===== config.mk =====
export PLATFORM = sky130hd
export DESIGN_NAME = rx_serial
export DESIGN_NICKNAME = d
export VERILOG_FILES = /design/src/rtl/rx_serial.sv
export SDC_FILE = /design/constraint.sdc
export NUM_CORES = 1
export LEC_CHECK = 0
export BUFFER_PORTS_ARGS = -buffer_cell sky130_fd_sc_hd__buf_2
export CELL_PAD_IN_SITES_DETAIL_PLACEMENT = 1
export CELL_PAD_IN_SITES_GLOBAL_PLACEMENT = 1
export CORE_UTILIZATION = 49
export CTS_BUF_LIST = sky130_fd_sc_hd__clkbuf_4 sky130_fd_sc_hd__clkbuf_8
export CTS_CLUSTER_DIAMETER = 60
export CTS_CLUSTER_SIZE = 12
export DETAILED_ROUTE_END_ITERATION = 10
export GPL_TIMING_DRIVEN = 0
export PLACE_DENSITY_LB_ADDON = 0.3
export SLEW_MARGIN = 20
export SYNTH_ARGS = -nofsm -noshare
export SYNTH_HDL_FRONTEND = slang
export SYNTH_SLANG_ARGS = --single-unit

===== constraint.sdc =====
create_clock -name clk_i -period 2.6 [get_ports clk_i]
set_clock_uncertainty 0.2 [all_clocks]
set_input_delay 0.13 -clock clk_i [delete_from_list [all_inputs] [get_ports clk_i]]
set_output_delay 0.13 -clock clk_i [all_outputs]
set_load 0.01 [all_outputs]

===== src/rtl/rx_serial.sv =====
// rx_serial: serial-to-parallel receiver for the tx_serial link.
// Captures one bit per clock while ena_i is high, MSB first, and presents
// each completed Width-bit word on data_o with a one-cycle valid_o strobe.
//
// Optional feature macro: RX_SERIAL_ERR_EN
//   defined   : ena_i low in the middle of a word is a framing error; the
//               partial word is dropped and err_o pulses for one cycle.
//   undefined : ena_i low in the middle of a word pauses reception; err_o
//               is tied low.
module rx_serial #(
    parameter int Width = 8
) (
    input  logic             clk_i,
    input  logic             rst_i,
    input  logic             data_i,
    input  logic             ena_i,
    output logic [Width-1:0] data_o,
    output logic             valid_o,
    output logic             busy_o,
    output logic             err_o
);

    localparam int CW = $clog2(Width + 1);
    localparam logic [CW-1:0] CNT_ZERO = CW'(0);
    localparam logic [CW-1:0] CNT_ONE  = CW'(1);
    localparam logic [CW-1:0] CNT_LAST = CW'(Width - 1);

    typedef enum logic [0:0] {
        IDLE  = 1'b0,
        SHIFT = 1'b1
    } state_t;

    state_t           state_r;
    state_t           state_s;
    logic [Width-1:0] sr_r;
    logic [Width-1:0] sr_s;
    logic [CW-1:0]    cnt_r;
    logic [CW-1:0]    cnt_s;
    logic [Width-1:0] data_r;
    logic [Width-1:0] data_s;
    logic             valid_r;
    logic             valid_s;
    logic             err_r;
    logic             err_s;
    logic [Width-1:0] shifted_s;

    // Shift register contents with the current serial bit appended (MSB first).
    always_comb begin
        shifted_s = {sr_r[Width-2:0], data_i};
    end

    // Next-state and next-output logic for the word assembly FSM.
    always_comb begin
        state_s = state_r;
        sr_s    = sr_r;
        cnt_s   = cnt_r;
        data_s  = data_r;
        valid_s = 1'b0;
        err_s   = 1'b0;
        case (state_r)
            IDLE: begin
                if (ena_i) begin
                    sr_s    = shifted_s;
                    cnt_s   = CNT_ONE;
                    state_s = SHIFT;
                end else begin
                    state_s = IDLE;
                end
            end
            SHIFT: begin
                if (ena_i) begin
                    sr_s = shifted_s;
                    if (cnt_r == CNT_LAST) begin
                        // Last bit of the word: publish it and free the FSM so
                        // a following bit on the next edge starts a new word.
                        data_s  = shifted_s;
                        valid_s = 1'b1;
                        cnt_s   = CNT_ZERO;
                        state_s = IDLE;
                    end else begin
                        cnt_s = cnt_r + CNT_ONE;
                    end
                end else begin
`ifdef RX_SERIAL_ERR_EN
                    // Framing error: drop the partial word, keep data_o.
                    cnt_s   = CNT_ZERO;
                    state_s = IDLE;
                    err_s   = 1'b1;
`else
                    // Pause: everything holds until ena_i returns.
                    state_s = SHIFT;
`endif
                end
            end
            default: begin
                state_s = IDLE;
                cnt_s   = CNT_ZERO;
            end
        endcase
    end

    // State and output registers; reset discards any partial word.
    always_ff @(posedge clk_i or posedge rst_i) begin
        if (rst_i) begin
            state_r <= IDLE;
            sr_r    <= '0;
            cnt_r   <= CNT_ZERO;
            data_r  <= '0;
            valid_r <= 1'b0;
            err_r   <= 1'b0;
        end else begin
            state_r <= state_s;
            sr_r    <= sr_s;
            cnt_r   <= cnt_s;
            data_r  <= data_s;
            valid_r <= valid_s;
            err_r   <= err_s;
        end
    end

    // Output mapping; busy is decoded directly from the state register.
    always_comb begin
        data_o  = data_r;
        valid_o = valid_r;
        busy_o  = (state_r == SHIFT);
`ifdef RX_SERIAL_ERR_EN
        err_o   = err_r;
`else
        err_o   = 1'b0;
`endif
    end

endmodule


Word level (Yosys, flattened, before mapping)
Cells that the tools add are included.
- register bits after elaboration: 21
- input bits: 4
- output and inout port bits: 11
- word-level logic and storage cells: 24
- add/sub/neg operators: 1
- equality and inequality tests: 3
- mux-type cells: 12
- bitwise operators: 1
- reductions and logical operators: 2
- operator list (operator ; count):
    $mux 4 ; 3
    $pmux 4 s2 ; 1
    $mux 7 ; 1
    $mux 1 ; 6
    $add 4x1->4 const B ; 1
    $eq 4x3->1 const B ; 1
    $ne 2x2->1 const B ; 2
    $reduce_and 3->1 ; 1
    $pmux 1 s2 ; 1
    $reduce_and 2->1 ; 1
    $not 1->1 ; 1

Longest topological paths before layout
- word-level depth: 4
- mapped depth: 5
- mapped depth without buffers: 4

Worst setup path before layout
OpenSTA, ideal clock, no wires.
- kind: reg-to-reg
- start: register cnt_r[0]
- end: register data_r[0] (netlist: data_o[0])
- library setup time: 0.125 ns
- arrival: 1.301 ns
- required time: 2.275 ns
- setup slack: 0.974 ns
- stages on the path, launching flop included: 6
- buffers on the path: 1
- period minus slack after synthesis: 1.626 ns
- cell sequence: dfrtp_1 > ha_1 > nand3_2 > nor3b_2 > buf_6 > mux2_2
- cells in the longest elaborated chain, start to end: 2
- RTL lines (what ; line ; RTL):
    from (decl) ; 37 ; logic [CW-1:0] cnt_r;
    from (signal assigned) ; 114 ; cnt_r <= cnt_s;
    $eq 4x3->1 ; 73 ; if (cnt_r == CNT_LAST) begin
    $reduce_and 3->1 (no line) ; - ;
    to (signal assigned) ; 115 ; data_r <= data_s;
    to (decl) ; 39 ; logic [Width-1:0] data_r;
No other way between the ends.
A chain may end at the register's enable or synchronous reset.

Worst setup path in the final report
- start: register cnt_r[0]
- end: register data_r[6] (netlist: data_o[6])
The elaborated chain is that of the path after synthesis.

==> impl_results.md <==
- Status: finished, violations left
- Failing checks: DRC
- Max Cap Viol: 0
- Cell taking the most area after synthesis: dfrtp_1
- Worst Hold End: data_o[3]
- Detailed-router iteration count before antenna repair: 7
- Initial antenna violation count: 0
- Final period util: 69.6%
- Post-synth ARST share: 100%
- CTS root buf: clkbuf_4
- Multi-input logic area: 287 sq um
- Number of distinct library cells after synthesis: 18
- Vias per std cell: 5.58
- First-pass GRT wire length: 2970 um
- Vias in the first global route: 597
- Synth-to-layout area growth: 18.3%
- Post-Syn Area per Cell: 13.9 sq um
- Die Area: 1900 sq um
- CTS Buffer Depth: 2
- Post-synth top area share: 62.0%
- R2R Path End: data_o[6]
- RSZ-0062 raised after global routing: no
- Crit. End Element: flip-flop
- Final net count: 88
- WS Path Type: flip-flop to flip-flop
- Detail Route Antenna Nets: 0
- Global route overflow: 0
- Crit-path max FO: 10
- Iter 0 DRT Violations: 4
- All-Layer GR Usage: 23.4%
- Worst Hold Depth: 1
- Die X: 43.6 um
- Switching share of power: 30.7%
- Power Density: 879 nW/um^2
- Largest net degree at the start of global routing: 22
- Clk network pwr share: 19.1%
- Num rows: 14
- Wl on met1: 740 um
- Mapped Cells: 61
- CP Data Arrival Time: 1.81 ns
- Drt wl/cell: 18.5 um
- Clk slew on worst S/H paths: 0.11 ns
- Core Box Area: 1560 sq um
- FF-to-FF Start: cnt_r[0]
- Max layer used: met4
- TritonCTS clock tree: yes
- CTS Buf Count: 3
- Diode count: 0
- Die height: 43.6 um
- Sequential Power Share: 55.1%
- Logic gate share of total power: 25.8%
- FF-to-FF setup slack: 0.79 ns
- Share of cells above drive strength 1: 45.1%
- Top cells by area, synth: dfrtp_1, mux2_2, o21ai_0, nor2_1, ha_1
- Internal power: 0.000611 W
- IO Pins: 15
- Final Hold Fails: 0
- Tightest Pin Transition: 0.789 ns
- Register area: 526 sq um
- Min-delay src: data_o[3]
- CTS Sinks: 21
- EDFF count, synth: 0
- Max-slew violations: 0
- LEAKAGE: 0.500 nW
- Layout fillers: 159
- WHS: 0.315 ns
- DR WL met2: 936 um
- Syn_nets: 66
- Starting Density: 54.3%
- Met3 wire length: 74 um
- Worst rel slew slack: 47.3%
- Tmin final: 1.81 ns
- Nature of the critical path startpoint: flip-flop
- Post-route setup TNS: 0 ns
- CTS HTree Levels: 1
- DRC: 2
- Worst hold path type: flip-flop to flip-flop
- Ys flop type: dfrtp_1
- DR vias: 547
- CP required: 2.60 ns
- Share of the yosys chip area belonging to registers: 62.0%
- Yosys warns: 0
- Peak VDD IR: 0.553 mV
- Synthesized area: 847 sq um
- Top cell types by occurrence after synthesis: dfrtp_1, mux2_2, nor2_1, o21ai_0, inv_1
- Max Clk Rate: 553 MHz
- Count leader, synth: dfrtp_1
- Clk Latency, worst-skew pair: 0.31 ns
- WL final: 1810 um
- Port Buffers: 13
- Worst R2R Path Depth: 5
- Sw power: 0.000270 W
- Gp weighted congestion: 0.720
- Seq cells post-synth: 21
- Setup violations, final: 0
[metal layers]
layer / vias to the layer above / track usage (%)
met2: 18 / 37.9
met1: 273 / 27.5
li1: 250 / -
met4: 0 / 14.4
met3: 6 / 6.67
met5: - / 0
[worst max-delay path by stage]
stage | from | end | slack (ns)
after global placement | cnt_r[0] | data_o[0] | 0.87
after floorplan | cnt_r[0] | data_o[0] | 0.97
final | cnt_r[0] | data_o[6] | 0.79
after global routing | cnt_r[0] | data_o[4] | 0.68
after detailed placement | cnt_r[0] | data_o[7] | 0.81
after CTS | cnt_r[0] | data_o[6] | 0.78
[layout by cell type, fill, tap and decap left out, types with 2 or more instances in the layout]
cell,netlist,layout
mux2_2,15,15
nand3_1,2,2
dfrtp_1,21,21
dlygate4sd3_1,0,4
clkbuf_4,0,4
nor2_1,4,4
o21ai_0,4,4
inv_1,3,3
buf_2,1,14
[cell families after synthesis]
kind of cell / after synthesis / share of synthesized area, %
other: 1 / 0.443
AOI/OAI and AO/OA: 5 / 3.55
buffers and inverters: 6 / 4.14
muxes: 15 / 19.9
and+or+nand+nor: 12 / 8.42
DFF: 21 / 62.0
adders and majority gates: 1 / 1.48
[sequential cells by signal, indices dropped and copies added, names as in the netlist]
register  flops
busy_o        1
cnt_r         4
data_o        8
sr_r          7
valid_o       1
[cell type report]
class | count | area share (%)
multi-input combinational | 34 | 28.6
tap | 16 | 2.00
timing repair buffer | 17 | 10.5
clock buffer | 4 | 3.00
inverter | 3 | 1.12
sequential | 21 | 52.4
buffer | 3 | 2.37
[critical path, stage by stage (launching register included)]
cell	delay [ns]
dfrtp_1	0.42
ha_1	0.20
nand3_2	0.09
nor3b_2	0.25
buf_6	0.19
mux2_2	0.34
[stage by stage]
| stage | total power [W] | worst slack [ns] | instances | cell area (sq um) | util, % |
|---|---|---|---|---|---|
| 2_1_floorplan | 0.000620 | 0.974 | 61 | 847 | - |
| 3_3_place_gp | 0.000685 | 0.865 | 90 | 932 | 59.8 |
| 3_5_place_dp | 0.000712 | 0.806 | 90 | 932 | 59.8 |
| 4_1_cts | 0.000879 | 0.783 | 98 | 1000 | 64.3 |
| 5_1_grt | 0.000928 | 0.679 | 98 | 1000 | 64.3 |
| 6_report | 0.000881 | 0.790 | 98 | 1000 | 64.3 |
[power by group through the flow]
stage               registers [W]  logic, W  clock network, W
floorplan                0.000492  0.000128                 0
global placement         0.000480  0.000205                 0
detailed placement       0.000494  0.000219                 0
CTS                      0.000487  0.000226          0.000166
global route             0.000497  0.000250          0.000180
finish                   0.000486  0.000227          0.000168
[timing repair]
action,4_1_cts,5_1_grt
hold endpoints to repair,25,0
hold buffers,4,0
gates resized for setup,0,0
buffers inserted,0,0
Power figures use the tool's default switching activity.
